### src/rtl/keepalive_pulser.sv
// Keepalive pulse-train generator: emits num_pulses pulses of high_len cycles separated by low_len-cycle gaps.
// All outputs are registered; pulse_out rises on the edge that accepts start. No backpressure: start is simply ignored while busy.
module keepalive_pulser #(
  parameter int WIDTH = 8,
  parameter int CNT_W = 8
) (
  input  logic             clk,
  input  logic             reset,
  input  logic             start,
  input  logic             abort,
  input  logic [WIDTH-1:0] high_len,
  input  logic [WIDTH-1:0] low_len,
  input  logic [CNT_W-1:0] num_pulses,
  output logic             pulse_out,
  output logic             busy,
  output logic             done,
  output logic [CNT_W-1:0] pulses_sent
);

  typedef enum logic [1:0] {
    IDLE = 2'd0,
    HIGH = 2'd1,
    LOW  = 2'd2
  } state_t;

  localparam logic [WIDTH-1:0] ONE_W    = {{(WIDTH-1){1'b0}}, 1'b1};
  localparam logic [CNT_W-1:0] ONE_C    = {{(CNT_W-1){1'b0}}, 1'b1};
  localparam logic [CNT_W-1:0] SENT_MAX = {CNT_W{1'b1}};

  state_t           state_q, state_d;
  logic [WIDTH-1:0] phase_q, phase_d;
  logic [WIDTH-1:0] hi_m1_q, hi_m1_d;
  logic [WIDTH-1:0] lo_m1_q, lo_m1_d;
  logic [CNT_W-1:0] num_q, num_d;
  logic [CNT_W-1:0] sent_q, sent_d;
  logic             pulse_q, pulse_d;
  logic             busy_q, busy_d;
  logic             done_q, done_d;

  logic [WIDTH-1:0] hi_m1_in;
  logic [WIDTH-1:0] lo_m1_in;
  logic [CNT_W-1:0] sent_inc;

  // Phase lengths are kept as (length-1) so a zero length behaves as one cycle.
  always_comb begin
    hi_m1_in = (high_len == '0) ? '0 : (high_len - ONE_W);
    lo_m1_in = (low_len  == '0) ? '0 : (low_len  - ONE_W);
    sent_inc = (sent_q == SENT_MAX) ? sent_q : (sent_q + ONE_C);
  end

  always_comb begin
    state_d = state_q;
    phase_d = phase_q;
    hi_m1_d = hi_m1_q;
    lo_m1_d = lo_m1_q;
    num_d   = num_q;
    sent_d  = sent_q;
    pulse_d = pulse_q;
    busy_d  = busy_q;
    done_d  = 1'b0;

    case (state_q)
      IDLE: begin
        pulse_d = 1'b0;
        busy_d  = 1'b0;
        if (start && !abort) begin
          hi_m1_d = hi_m1_in;
          lo_m1_d = lo_m1_in;
          num_d   = num_pulses;
          sent_d  = '0;
          if (num_pulses != '0) begin
            state_d = HIGH;
            phase_d = hi_m1_in;
            pulse_d = 1'b1;
            busy_d  = 1'b1;
          end else begin
            done_d  = 1'b1;
          end
        end
      end

      HIGH: begin
        if (abort) begin
          state_d = IDLE;
          pulse_d = 1'b0;
          busy_d  = 1'b0;
        end else if (phase_q == '0) begin
          sent_d  = sent_inc;
          pulse_d = 1'b0;
          if (sent_inc == num_q) begin
            state_d = IDLE;
            busy_d  = 1'b0;
            done_d  = 1'b1;
          end else begin
            state_d = LOW;
            phase_d = lo_m1_q;
          end
        end else begin
          phase_d = phase_q - ONE_W;
        end
      end

      LOW: begin
        if (abort) begin
          state_d = IDLE;
          pulse_d = 1'b0;
          busy_d  = 1'b0;
        end else if (phase_q == '0) begin
          state_d = HIGH;
          phase_d = hi_m1_q;
          pulse_d = 1'b1;
        end else begin
          phase_d = phase_q - ONE_W;
        end
      end

      default: begin
        state_d = IDLE;
        pulse_d = 1'b0;
        busy_d  = 1'b0;
      end
    endcase
  end

  always_ff @(posedge clk) begin
    if (reset) begin
      state_q <= IDLE;
      phase_q <= '0;
      hi_m1_q <= '0;
      lo_m1_q <= '0;
      num_q   <= '0;
      sent_q  <= '0;
      pulse_q <= 1'b0;
      busy_q  <= 1'b0;
      done_q  <= 1'b0;
    end else begin
      state_q <= state_d;
      phase_q <= phase_d;
      hi_m1_q <= hi_m1_d;
      lo_m1_q <= lo_m1_d;
      num_q   <= num_d;
      sent_q  <= sent_d;
      pulse_q <= pulse_d;
      busy_q  <= busy_d;
      done_q  <= done_d;
    end
  end

  assign pulse_out   = pulse_q;
  assign busy        = busy_q;
  assign done        = done_q;
  assign pulses_sent = sent_q;

endmodule

### config.mk
export PLATFORM = sky130hd
export DESIGN_NAME = keepalive_pulser
export DESIGN_NICKNAME = d
export VERILOG_FILES = /design/src/rtl/keepalive_pulser.sv
export SDC_FILE = /design/constraint.sdc
export NUM_CORES = 1
export LEC_CHECK = 0
export ABC_CLOCK_PERIOD_IN_PS = 2900
export CAP_MARGIN = 20
export CORE_ASPECT_RATIO = 1.25
export CORE_MARGIN = 2
export CORE_UTILIZATION = 40
export CTS_CLUSTER_DIAMETER = 120
export CTS_CLUSTER_SIZE = 20
export DETAILED_ROUTE_END_ITERATION = 12
export PLACE_DENSITY_LB_ADDON = 0.3
export SYNTH_ARGS = -nofsm -noshare
export SYNTH_HDL_FRONTEND = slang
export SYNTH_SLANG_ARGS = --single-unit
### constraint.sdc
create_clock -name clk -period 2.9 [get_ports clk]
set_input_delay 0.435 -clock clk [delete_from_list [all_inputs] [get_ports clk]]
set_output_delay 0.435 -clock clk [all_outputs]
set_load 0.01 [all_outputs]
# Word level (Yosys, flattened, before mapping)
# Cells that the tools add are included.
[word_totals]
reg_bits = 45
latchBits = 0
ramBits = 0
rom_bits = 0
input_bits = 28
out_inout_bits = 11
elab_cells = 83
n_memories = 0
[op_classes]
add_sub_neg = 4
mul = 0
div_mod_pow = 0
magnitude_cmp = 0
eq_ne = 14
n_shift = 0
mux = 41
n_bitwise = 0
reduce_logical = 15
[ops]
columns = ["cell", "n"]
rows = [
  ["8-bit 2-to-1 mux", 13],
  ["8-bit zero test", 3],
  ["8-bit case mux with 3 select lines", 1],
  ["8-bit by 1-bit subtractor with 8-bit output (second input constant)", 3],
  ["8-bit case mux with 2 select lines", 1],
  ["1-bit 2-to-1 mux", 15],
  ["2-bit 2-to-1 mux", 7],
  ["2-bit inequality test (second input constant)", 6],
  ["3-bit inequality test (second input constant)", 4],
  ["8-bit by 1-bit adder with 8-bit output (second input constant)", 1],
  ["8-bit equality test", 1],
  ["8-bit equality test (second input constant)", 1],
  ["4-bit AND reduction", 2],
  ["8-bit nonzero test", 1],
  ["1-bit case mux with 3 select lines", 2],
  ["2-bit case mux with 3 select lines", 1],
  ["6-bit AND reduction", 1],
  ["2-bit AND reduction", 2],
  ["3-bit AND reduction", 1],
  ["3-bit nonzero test", 1],
  ["2-bit by 1-bit equality test with 1-bit output (second input constant)", 1],
  ["2-bit equality test (second input constant)", 1],
  ["2-bit zero test", 1],
  ["1-bit case mux with 2 select lines", 1],
  ["other kinds (3)", 3],
]

# Longest topological paths before layout
[depth]
ltp_word = 7
ltp_mapped = 11
ltp_nobuf = 9

# Least setup slack after synthesis
# No wires, ideal clock.
[synth_timing]
kind = "reg-to-reg"
startpoint = "reg sent_q[0], in the netlist pulses_sent[0]"
endpoint = "reg busy_q, in the netlist busy"
setup_ns = 0.123
arrival_ns = 2.387
slack_ns = 0.389
stages_incl_launch_ff = 11
period_less_slack_ns = 2.511
cell_sequence = "dfxtp_1 > ha_1 > buf_2 > and3_1 > clkbuf_1 > and2_1 > o311ai_1 > a22oi_1 > and4b_1 > a311o_1 > mux2_1"
[synth_between]
elab_chain_cells = 5
word_cells_on_any_way = 6
cone_classes = "1 x add/sub; 3 x eq/ne; 1 x mux; 1 x reduce/logical"
[synth_lines]
columns = ["element", "line", "source"]
rows = [
  ["from (decl)", "35", "logic [CNT_W-1:0] sent_q, sent_d;"],
  ["from (signal assigned)", "142", "sent_q <= sent_d;"],
  ["8-bit by 1-bit adder with 8-bit output / 8-bit equality test (equally long branches)", "48", "sent_inc = (sent_q == SENT_MAX) ? sent_q : (sent_q + ONE_C);"],
  ["8-bit 2-to-1 mux (*)", "48", ""],
  ["8-bit equality test (*)", "90", "if (sent_inc == num_q) begin"],
  ["3-bit inequality test (no line) (*)", "n/a", ""],
  ["3-bit AND reduction (no line) (*)", "n/a", ""],
  ["to (signal assigned)", "144", "busy_q <= busy_d;"],
  ["to (decl)", "37", "logic busy_q, busy_d;"],
]
# Mark *: on every way between the ends. The rest lies on a longest branch, timed or not.
# A chain may end at the register's enable or synchronous reset.

# Worst setup path after layout
# Same ends and word-level chain as after synthesis.

==> flow_summary.json <==
{
  "outcome": "finished clean",
  "pwr-share-comb": 0.365,
  "cts_tree": "built",
  "setup_violations": 0,
  "grt_overflow_total": 0,
  "p_leak_nw": 1.321,
  "grt_use_total": 0.2112,
  "fmax_ghz": 0.3872,
  "hold_violations": 0,
  "fp.dieW_um": 81.35,
  "synth_common_cells": "49 x nor2_1, 46 x a21oi_1, 45 x dfxtp_1",
  "crit_type": "reg -> reg",
  "power_density_mw_per_mm2": 574.8,
  "synth_top_area_share": 0.3011,
  "antenna_found_initial": 0,
  "postCtsSetupRepairBufs": 0,
  "finalNonFillerCells": 541,
  "drive_gt1_frac": 0.06459,
  "cts-root-buf": "clkbuf_8",
  "ctsResizeCount": 0,
  "place_inst": 533,
  "synth_most_common_cell": "nor2_1",
  "dr.pass1.iters": 5,
  "period_share": 0.8906,
  "synth_edf_count": 0,
  "num_antenna_cells": 0,
  "synth_area_leaders": "dfxtp_1 30%, a21oi_1 7.7%, nor2_1 6.1%, o21ai_0 5.5%, nor3_1 4.7%",
  "hpwlAfterDp_um": 6180,
  "first_iter_violations": 177,
  "ctsHoldBuffers": 0,
  "tns_ns": 0,
  "avgSynthCellArea_sq_um": 7.226,
  "grt_pass1_vias": 2981,
  "start_util": 0.4091,
  "crit_fanout": 7,
  "syn2layout_area_growth_pct": 20.58,
  "min_path_type": "reg -> reg",
  "ys_seq_elements": 45,
  "slew_headroom": 0.6105,
  "required_ns": 3.10,
  "min_to": "hi_m1_q[1]",
  "netlist_area_sq_mm": 0.002992,
  "worstPathArrival_ns": 2.78,
  "path_clk_slew_ns": 0.08,
  "period_needed_ns": 2.583,
  "rrSetupSlack_ns": 0.32,
  "holdCritStartpoint": "hi_m1_q[1]",
  "drt_drc_violations_left": 0,
  "power.switching_w": 0.0007377,
  "worst_slew_pin_slew_ns": 0.5798,
  "power_frac_seq": 0.361,
  "async_reset_ff_frac": 0,
  "postLayoutCellArea_sq_mm": 0.003607,
  "crit_path_end_kind": "register",
  "port_buffers": 38,
  "synth_nets": 451,
  "finalMaxSlewViolations": 0,
  "synth_largest_area_cell": "dfxtp_1",
  "regToRegStartpoint": "pulses_sent[0]",
  "cts_made_buffers": 5,
  "ys_warn_count": 0,
  "clk_path_buf_depth": 2,
  "drv_cap": 0,
  "placedInstanceArea_sq_mm": 0.003473,
  "wirelength_um": 8235,
  "die_h_um": 100.7,
  "synth.yosys.seq_area_share": 0.3011,
  "clockPowerShare": 0.273,
  "antenna_left": 0,
  "startpoint_type": "register",
  "synth_cell_type_count": 59,
  "final.setup_skew_ns": 0.01699,
  "pin_count": 39,
  "peakVddDrop_uv": 294.6,
  "htreeDepth": 2,
  "switching_share": 0.3558,
  "avgRoutedWirePerCell_um": 15.22,
  "via_count": 3188,
  "grt_setup_unrepaired": "no",
  "p_total_w": 0.002073,
  "dieArea_sq_mm": 0.008191,
  "core_sq_mm": 0.007313,
  "r2r-end": "busy",
  "clk_latency_ns": 0.31,
  "post-route-util": 0.4932,
  "row_count": 35,
  "grt_pass1_wl_um": 13680,
  "place.gp.congestion": 0.9575,
  "grt_max_degree": 48,
  "cts_num_sinks": 45,
  "internal_power_w": 0.001336,
  "syn_inst": 414,
  "holdPathStages": 2,
  "viasPerCell": 5.893,
  "ff2ff_path_depth": 9,
  "synth_top_flop_cell": "dfxtp_1",
  "final_net_count": 485
}
==> worst max path at each step <==
stage	start	cells past startpoint	end
floorplan	pulses_sent[0]	10	busy
detailed placement	pulses_sent[0]	8	busy
finish	pulses_sent[0]	9	busy
CTS	pulses_sent[0]	8	busy
global route	pulses_sent[3]	7	busy
global placement	high_len[3]	8	phase_q[6]
==> power groups by stage <==
| stage | Sequential, W | Combinational [W] | Clock (W) |
|---|---|---|---|
| finish | 0.000749 | 0.000757 | 0.000567 |
| global route | 0.000758 | 0.000841 | 0.000601 |
| detailed placement | 0.000762 | 0.000742 | 0 |
| floorplan | 0.000746 | 0.000560 | 0 |
| CTS | 0.000747 | 0.000749 | 0.000572 |
| global placement | 0.000759 | 0.000735 | 0 |
==> logic make-up after synthesis <==
family / synth area share
xor gates and xnor gates: 0.03220
DFF: 0.3011
AOI/OAI and AO/OA: 0.2702
and+or+nand+nor: 0.2928
buffers and inverters: 0.06231
muxes: 0.003764
adders and majority gates: 0.03764
==> layer usage <==
metal	track usage	vias up	wire, um
met5	0	-	0
met4	0.1095	0	353
met3	0.03495	30	381
met2	0.3676	117	4124
met1	0.2434	1472	3376
li1	-	1569	-
==> per-stage QoR <==
stage	hold WS (ns)	setup WS (ns)
6_report	0.4669	0.3172
3_5_place_dp	0.4551	0.3934
5_1_grt	0.4881	0.1424
4_1_cts	0.4688	0.3637
3_3_place_gp	0.4471	0.3706
2_1_floorplan	0.4332	0.3894
==> worst max-delay path: stages, from the launching register on <==
cell and delay [ns]:
dfxtp_1 0.34, ha_1 0.31, nand3_1 0.14, nor2_1 0.20, a22oi_1 0.12, nor4_1 0.40, buf_4 0.19, and4b_1 0.25
a311o_1 0.20, mux2_1 0.32
==> sequential cells by signal (all words and copies together) (netlist names) <==
signal       cells
num_q            8
pulse_out        1
busy             1
lo_m1_q          8
pulses_sent      8
phase_q          8
state_q          2
hi_m1_q          8
done             1
==> cell type report <==
class,instances,area (sq um)
clock inverter,3,65.06
multi-input combinational,326,1904
clock buffer,5,68.82
timing repair buffer,52,485.5
sequential,45,900.9
inverter,18,67.56
tap,92,115.1
fill,712,3706
==> cells in the final DEF, fill, tap and decap left out, types with 5 or more instances in the layout <==
| master | Yosys | routed |
|---|---|---|
| nand3_1 | 11 | 11 |
| dfxtp_1 | 45 | 45 |
| xor2_1 | 5 | 5 |
| a22oi_1 | 10 | 10 |
| nor3_1 | 28 | 28 |
| o21ai_0 | 33 | 33 |
| buf_4 | 1 | 14 |
| xnor2_1 | 6 | 6 |
| ha_1 | 9 | 9 |
| nand2_1 | 35 | 35 |
| inv_1 | 18 | 18 |
| a21oi_1 | 46 | 46 |
| nor2_1 | 49 | 49 |
| clkbuf_8 | 0 | 5 |
| clkdlybuf4s50_1 | 0 | 38 |
| a211oi_1 | 9 | 9 |
| or3_1 | 5 | 5 |
| nor2b_1 | 8 | 8 |
Note: power is estimated with default switching activity, not from simulation.
